===== src/rtl/if_id_fifo.sv =====
// IF/ID instruction queue: DEPTH-entry circular buffer between fetch and decode.
// Empty head reads as a zero bubble, matching the legacy single-entry IF/ID register.
module if_id_fifo #(
    parameter int unsigned ADDR_W = 32,
    parameter int unsigned INST_W = 32,
    parameter int unsigned DEPTH  = 4
) (
    input  logic              clk,
    input  logic              rst,
    input  logic              flush,
    input  logic              if_valid,
    input  logic [ADDR_W-1:0] if_pc,
    input  logic [INST_W-1:0] if_inst,
    output logic              if_ready,
    output logic              id_valid,
    input  logic              id_ready,
    output logic [ADDR_W-1:0] id_pc,
    output logic [INST_W-1:0] id_inst,
    output logic [$clog2(DEPTH):0] count
);

    localparam int unsigned PTR_W = $clog2(DEPTH);
    localparam logic [PTR_W-1:0] PtrOne  = PTR_W'(1);
    localparam logic [PTR_W:0]   CntOne  = (PTR_W + 1)'(1);
    localparam logic [PTR_W:0]   CntFull = (PTR_W + 1)'(DEPTH);

    logic [ADDR_W-1:0] pc_mem   [DEPTH];
    logic [INST_W-1:0] inst_mem [DEPTH];

    logic [PTR_W-1:0] rd_ptr;
    logic [PTR_W-1:0] wr_ptr;
    logic [PTR_W:0]   cnt;

    logic full;
    logic empty;
    logic push;
    logic pop;

    always_comb begin
        full     = (cnt == CntFull);
        empty    = (cnt == '0);
        if_ready = !full;
        id_valid = !empty;
        push     = if_valid && if_ready;
        pop      = id_valid && id_ready;
        count    = cnt;
        id_pc    = '0;
        id_inst  = '0;
        if (!empty) begin
            id_pc   = pc_mem[rd_ptr];
            id_inst = inst_mem[rd_ptr];
        end
    end

    always_ff @(posedge clk) begin
        if (rst || flush) begin
            rd_ptr <= '0;
            wr_ptr <= '0;
            cnt    <= '0;
        end else begin
            if (push) begin
                wr_ptr <= wr_ptr + PtrOne;
            end
            if (pop) begin
                rd_ptr <= rd_ptr + PtrOne;
            end
            unique case ({push, pop})
                2'b10:   cnt <= cnt + CntOne;
                2'b01:   cnt <= cnt - CntOne;
                default: cnt <= cnt;
            endcase
        end
    end

    // Storage has no reset; contents are only observed through rd_ptr when non-empty.
    always_ff @(posedge clk) begin
        if (push && !rst && !flush) begin
            pc_mem[wr_ptr]   <= if_pc;
            inst_mem[wr_ptr] <= if_inst;
        end
    end

endmodule


===== config.mk =====
export PLATFORM = sky130hd
export DESIGN_NAME = if_id_fifo
export DESIGN_NICKNAME = d
export VERILOG_FILES = /design/src/rtl/if_id_fifo.sv
export SDC_FILE = /design/constraint.sdc
export NUM_CORES = 1
export LEC_CHECK = 0
export BUFFER_PORTS_ARGS = -buffer_cell sky130_fd_sc_hd__buf_4
export CORE_ASPECT_RATIO = 1.25
export CORE_MARGIN = 4
export CORE_UTILIZATION = 52
export DETAILED_ROUTE_END_ITERATION = 8
export PLACE_DENSITY = 0.73
export SETUP_SLACK_MARGIN = 0.15
export SLEW_MARGIN = 10
export SYNTH_ARGS = -nofsm -noshare
export SYNTH_HDL_FRONTEND = slang
export SYNTH_SLANG_ARGS = --single-unit

===== constraint.sdc =====
create_clock -name clk -period 2.93 [get_ports clk]
set_clock_uncertainty 0.1 [all_clocks]
set_input_delay 0.7325 -clock clk [delete_from_list [all_inputs] [get_ports clk]]
set_output_delay 0.7325 -clock clk [all_outputs]
set_load 0.02 [all_outputs]

==> results of run 1 <==
repair_timing:
item	CTS	global route
setup endpoints to repair	65	65
resized for setup	135	7
buffers inserted	9	0
pin swaps	12	0
cloned	11	0
cells by family after synthesis:
| group | count (synthesis) | share of synthesized area (%) |
|---|---|---|
| flops | 265 | 77.0 |
| simple gates | 83 | 4.95 |
| compound gates | 6 | 0.428 |
| buf+inv | 30 | 2.29 |
| mux | 65 | 14.2 |
| xor+xnor | 4 | 0.343 |
| fa+ha+maj | 6 | 0.808 |
layer usage:
| metal | part of all wire, % | vias up | track usage [%] |
|---|---|---|---|
| met2 | 54 | 169 | 34.5 |
| met4 | 2.3 | 2 | 5.85 |
| met3 | 6.4 | 36 | 4.02 |
| met5 | 0.062 | - | 0 |
| li1 | - | 2211 | - |
| met1 | 37 | 2606 | 23.8 |
cell usage after synthesis, types with 2 or more instances:
master and number:
and2_1 64, a21oi_1 2, dfxtp_1 9, buf_2 6, xor2_1 4, inv_1 7, ha_1 5, buf_12 6
mux4_2 64, nand2_1 2, buf_6 2, clkbuf_1 8, and3_1 4, nor2_1 7, edfxtp_1 256
worst min-delay path by stage:
stage                          from       endpoint  slack, ns  cells after the start
final                      if_pc[6]   pc_mem[0][6]       0.32                      1
after global routing       if_pc[6]   pc_mem[0][6]       0.30                      1
after CTS                 if_pc[27]  pc_mem[3][27]       0.31                      1
after detailed placement  wr_ptr[0]      wr_ptr[0]       0.40                      2
after global placement    wr_ptr[0]      wr_ptr[0]       0.38                      2
after floorplan           wr_ptr[0]      wr_ptr[0]       0.37                      2
critical path: stages (launching register included):
cell	delay, ns
dfxtp_4	0.37
buf_12	0.11
buf_12	0.13
buf_16	0.14
mux4_2	0.50
and2_4	0.17
buf_6	0.12
per-stage QoR:
| step | setup TNS, ns | power [mW] | util (%) | area (sq um) |
|---|---|---|---|---|
| 6_report | 0 | 7.83 | 68.2 | 13200 |
| 3_3_place_gp | 0 | 4.74 | 59.8 | 11600 |
| 5_1_grt | -0.664 | 8.10 | 68.2 | 13200 |
| 3_5_place_dp | 0 | 4.76 | 59.8 | 11600 |
| 2_1_floorplan | 0 | 4.52 | - | 10200 |
| 4_1_cts | 0 | 7.89 | 68.2 | 13200 |
state kept, by name, summed over array words and instances (netlist names), named ones only:
name,cells
wr_ptr,2
pc_mem,128
count,3
inst_mem,128
rd_ptr,2
cell type report:
cell class | instances | share of cell area, %
Inverter | 7 | 0.198
Timing Repair Buffer | 173 | 14.6
Sequential cell | 265 | 59.5
Clock inverter | 12 | 0.822
Clock buffer | 31 | 4.90
Multi-Input combinational cell | 164 | 17.4
Tap cell | 265 | 2.50
power by group through the flow:
stage               clock, mW  sequential (mW)  combinational, mW
global placement            0             4.28              0.458
finish                   3.00             4.21              0.622
floorplan                   0             4.29              0.233
global route             3.23             4.21              0.660
detailed placement          0             4.29              0.473
CTS                      3.06             4.21              0.625
==> impl_results.md, run 1 <==
* Status: complete, no violations
* Ports at 138
* Area added between synthesis and finish at 29.5%
* Per-instance average area after synthesis at 22.3 sq um
* Number of detailed-routing iterations run before antenna repair at 4
* Worst vdd rail ir drop at 0.000441 V
* Clock network power share at 38.3%
* Starting Density at 52.7%
* Number of rows created at floorplan at 57
* Kind of path behind the tightest hold check: input port to flop
* Least-Margin Pin Slew at 0.456 ns
* Worst flop-to-flop path endpoint: count[2]
* Worst EP arrival at 2.07 ns
* Vertical extent of the die at 165 um
* Sink Count at 265
* Kind of capture point of the worst setup path: primary output
* Share of total power in combinational logic at 7.9%
* Commonest cells after routing, fill and taps aside: 256 x edfxtp_1, 87 x buf_4, 65 x and2_4
* Power per Cell Area at 591 nW/um^2
* Switching power total at 1.57 mW
* Ratio of routed vias to standard cells at 5.48
* Aggregate global routing overflow at 0
* Total wirelength of the detailed-routed design at 21.0 mm
* Initial detailed-routing violation count at 329
* Post-route worst hold slack at 0.325 ns
* Number of enable-type register cells in the synthesized netlist at 256
* Post-Place Setup Slack at 0.200 ns
* Count of inserted antenna diode cells at 0
* Routed length per placed instance at 22.9 um
* Buffer levels on the longest clock path at 3
* Cell count after placement at 854
* Cell count after synthesis at 459
* LEAKAGE at 4.55 nW
* Worst setup endpoint: id_inst[26]
* Vias at 5024
* Net count after synthesis at 534
* Cell internal pwr at 6.26 mW
* Number of port buffers at 137
* F_max at 0.344 GHz
* Unrepaired setup endpoints after global routing: true
* Hold buffer count at CTS at 0
* Vias in the first global route at 5450
* Setup slack on the worst flop-to-flop path at 0.24 ns
* Routability-driven placement congestion ratio at 0.719
* Area of combinational cells with multiple inputs at 2310 sq um
* Fraction of registers with async set or reset after synthesis at 0%
* Combined area of all synthesized cells at 10200 sq um
* Non-filler instance count after layout at 917
* Number of nets with antenna violations after routing at 0
* Number of buffers created by CTS at 25
* Overall global routing resource usage at 19.3%
* Sequential area share after synthesis at 77.0%
* Final net count at 711
* Net Sw Frac at 20.0%
* Maximum number of pins on one net before global-route repair at 37
* Ys flop type: edfxtp_1
* Die Wd at 133 um
* Clk root buf: clkbuf_16
* Relative slew slack at 69.5%
* Type of the setup path with the least slack: flop to primary output
* Wire length of the first global-routing pass at 31.8 mm
* Seq cells post-synth at 265
* Period minus WS final at 2.90 ns
* Synth area leaders: edfxtp_1 75%, mux4_2 14%, and2_1 3.9%
* Final period utilization at 99.1%
* Number of distinct library cells after synthesis at 28
* Clock H-tree levels at 1
* Max_cap viols at 0
* Hpwl dp at 11.7 mm
* Final worst setup slack at 0.0261 ns
* Storage element area at 7880 sq um
* Worst-skew pair later-pin latency at 0.50 ns
* Slew Viols, Final at 0
* Startpoint of the most critical register-to-register path: count[2]
* Proportion of power drawn by flip-flops and latches at 53.7%
* Required time of the critical path at 2.10 ns
* Commonest non-fill, non-tap cell in the layout: edfxtp_1
* Residual DRC count at 0
* Count of synthesis-stage warnings from yosys at 0
* Number of antenna violations at the first check in global routing at 1
* Core outline area at 19400 sq um
* Filler instances at 1249
* Fraction of final layout cells sized beyond drive strength 1 at 53.2%
* Final hold violations at 0
* Largest fanout of any net on the critical path at 5
* Leading area contributor after synthesis: edfxtp_1
* Nature of the critical path startpoint: flop
* TritonCTS clock tree: yes
* Depth of the most critical reg-to-reg path at 9
* Setup violation total in the final timing report at 0
* Area fraction of the dominant cell type after synthesis at 75.2%
* Clock edge transition at the registers on the reported setup and hold paths at 0.06 ns
* Die Footprint at 22000 sq um
(Power assumes the default switching activity.)
==> inputs of run 2 (changes only) <==
--- a/config.mk
+++ b/config.mk
@@ -7,11 +7,10 @@
 export LEC_CHECK = 0
 export BUFFER_PORTS_ARGS = -buffer_cell sky130_fd_sc_hd__buf_4
 export CORE_ASPECT_RATIO = 1.25
-export CORE_MARGIN = 4
 export CORE_UTILIZATION = 52
 export DETAILED_ROUTE_END_ITERATION = 8
 export PLACE_DENSITY = 0.73
-export SETUP_SLACK_MARGIN = 0.15
+export SETUP_SLACK_MARGIN = 0.02
 export SLEW_MARGIN = 10
 export SYNTH_ARGS = -nofsm -noshare
 export SYNTH_HDL_FRONTEND = slang
==> run 2 against run 1 <==
  * Final area fell by 4.7%
  * Clock power is 6% lower
  * Critical path depth fell by 2
  * Utilization fell by 1.8 points
  * Total power decreased by 3.6%
  * Non-clock buffer count decreased by 22
  * Clock-buffer cell count down 2
  * Die area down 8.0%
  * Hold slack improved by 0.00057 ns
  * Routed wire length decreased by 12%
  * Worst setup slack improved by 0.012 ns
  * Sequential cell count is the same
  * Largest power group unchanged
==> impl_results.md, run 2 (synthesis results as in run 1) <==
* Status: complete, no violations
* Required time of the critical path at 2.10 ns (about the same)
* F_max at 0.346 GHz (+0.43%)
* Maximum number of pins on one net before global-route repair at 39 (+5.4%)
* Hold buffer count at CTS at 0 (unchanged)
* Number of antenna violations at the first check in global routing at 1 (unchanged)
* Nature of the critical path startpoint: flop
* Setup violation total in the final timing report at 0 (unchanged)
* Period minus WS final at 2.89 ns (-0.0124 ns)
* Core outline area at 19000 sq um (-2.1%)
* Fraction of final layout cells sized beyond drive strength 1 at 47.0% (-6.2 points)
* Commonest non-fill, non-tap cell in the layout: edfxtp_1
* Aggregate global routing overflow at 0 (unchanged)
* Ports at 138 (unchanged)
* Initial detailed-routing violation count at 358 (+8.8%)
* Least-Margin Pin Slew at 0.488 ns (+0.0325 ns)
* Non-filler instance count after layout at 894 (-2.5%)
* Unrepaired setup endpoints after global routing: true
* Number of nets with antenna violations after routing at 0 (unchanged)
* Vias at 4837 (-3.7%)
* Routability-driven placement congestion ratio at 0.703 (-2.2%)
* Vias in the first global route at 5282 (-3.1%)
* Starting Density at 53.8% (+1.1 points)
* Number of buffers created by CTS at 25 (unchanged)
* Final period utilization at 98.7% (-0.42 points)
* Kind of path behind the tightest hold check: input port to flop
* Routed length per placed instance at 20.7 um (-9.3%)
* Clock H-tree levels at 1 (unchanged)
* Die Wd at 127 um (-4.5%)
* Post-route worst hold slack at 0.325 ns (+0.000574 ns)
* Kind of capture point of the worst setup path: primary output
* Buffer levels on the longest clock path at 3 (unchanged)
* Clock edge transition at the registers on the reported setup and hold paths at 0.06 ns (about the same)
* Number of port buffers at 137 (unchanged)
* Wire length of the first global-routing pass at 29.3 mm (-7.9%)
* Max_cap viols at 0 (unchanged)
* Slew Viols, Final at 0 (unchanged)
* Number of detailed-routing iterations run before antenna repair at 5 (+1)
* Hpwl dp at 11.1 mm (-5.2%)
* Power per Cell Area at 599 nW/um^2 (+1.2%)
* Largest fanout of any net on the critical path at 38 (+33)
* Ratio of routed vias to standard cells at 5.41 (-1.2%)
* LEAKAGE at 4.28 nW (-5.8%)
* Worst vdd rail ir drop at 0.000610 V (+38%)
* Sink Count at 265 (unchanged)
* Number of rows created at floorplan at 56 (-1.8%)
* Final net count at 689 (-3.1%)
* Vertical extent of the die at 159 um (-3.6%)
* Worst EP arrival at 2.06 ns (about the same)
* Overall global routing resource usage at 19.3% (about the same)
* Residual DRC count at 0 (unchanged)
* Clk root buf: clkbuf_16
* Total wirelength of the detailed-routed design at 18.5 mm (-12%)
* Die Footprint at 20200 sq um (-8.0%)
* Final hold violations at 0 (unchanged)
* Cell count after placement at 848 (-0.70%)
* Relative slew slack at 67.0% (-2.5 points)
* TritonCTS clock tree: yes
* Type of the setup path with the least slack: flop to primary output
* Area added between synthesis and finish at 23.4%
* Worst-skew pair later-pin latency at 0.50 ns (about the same)
* Commonest cells after routing, fill and taps aside: 256 x edfxtp_1, 100 x buf_4, 64 x mux4_2
## run 2: cell types whose count changed in the layout (fill, tap and decap cells not counted), sizes merged
cell	change
diode	+1
clkbuf	-2
bufinv	-2
bufbuf	-1
clkinv	+7
buf	-21
clkinvlp	-1
## run 2: path summary, 6_finish.rpt
path | start | endpoint | slack [ns] | depth (start not counted)
hold reg to reg | wr_ptr[0] | wr_ptr[0] | 0.42 | 2
setup reg to reg | count[2] | count[2] | 0.32 | 9
hold / removal | if_inst[17] | inst_mem[2][17] | 0.33 | 1
setup / recovery | flop | id_inst[31] | 0.04 | 4
## run 2: area by class of cell
class | instances | area [sq um]
Sequential cell | 265 | 7880
Fill cell | 1248 | 6380
Multi-Input combinational cell | 164 | 2230
Timing Repair Buffer | 151 | 1440
Clock buffer | 29 | 641
Tap cell | 261 | 327
Clock inverter | 16 | 68.8
Inverter | 7 | 26.3
Antenna cell | 1 | 2.50
## run 2: power breakdown
part | internal, mW | switching, mW
Combinational | 0.266 | 0.258
Clock | 1.55 | 1.27
Sequential | 4.19 | 0.0128
## run 2: metrics by stage
stage	utilization, %	area (sq um)	power, mW	setup WS [ns]	TNS [ns]
6_report	66.4	12600	7.55	0.0385	0
5_1_grt	66.4	12600	7.81	-0.0451	-0.821
4_1_cts	66.0	12500	7.60	0.00125	0
3_5_place_dp	61.4	11700	4.76	0.348	0
3_3_place_gp	61.4	11700	4.74	0.414	0
2_1_floorplan	-	10200	4.52	0.232	0
## run 2: repair_timing
item                                    CTS  global route
gates resized for setup                  55            23
buffers inserted                          0             0
endpoints found under the setup margin   38            46
hold endpoints to repair                  0             0
## run 2: worst max-delay path: stages, from the launching register on
cell     delay, ns
dfxtp_4       0.38
buf_16        0.28
mux4_2        0.56
and2_4        0.18
buf_6         0.12
## run 2: per-layer routing
| metal | global-route usage [%] | up-vias | wire length (um) |
|---|---|---|---|
| li1 | - | 2161 | - |
| met1 | 24.7 | 2515 | 7240 |
| met2 | 33.7 | 139 | 10000 |
| met3 | 3.37 | 22 | 960 |
| met4 | 5.25 | 0 | 320 |
| met5 | 0 | - | 0 |
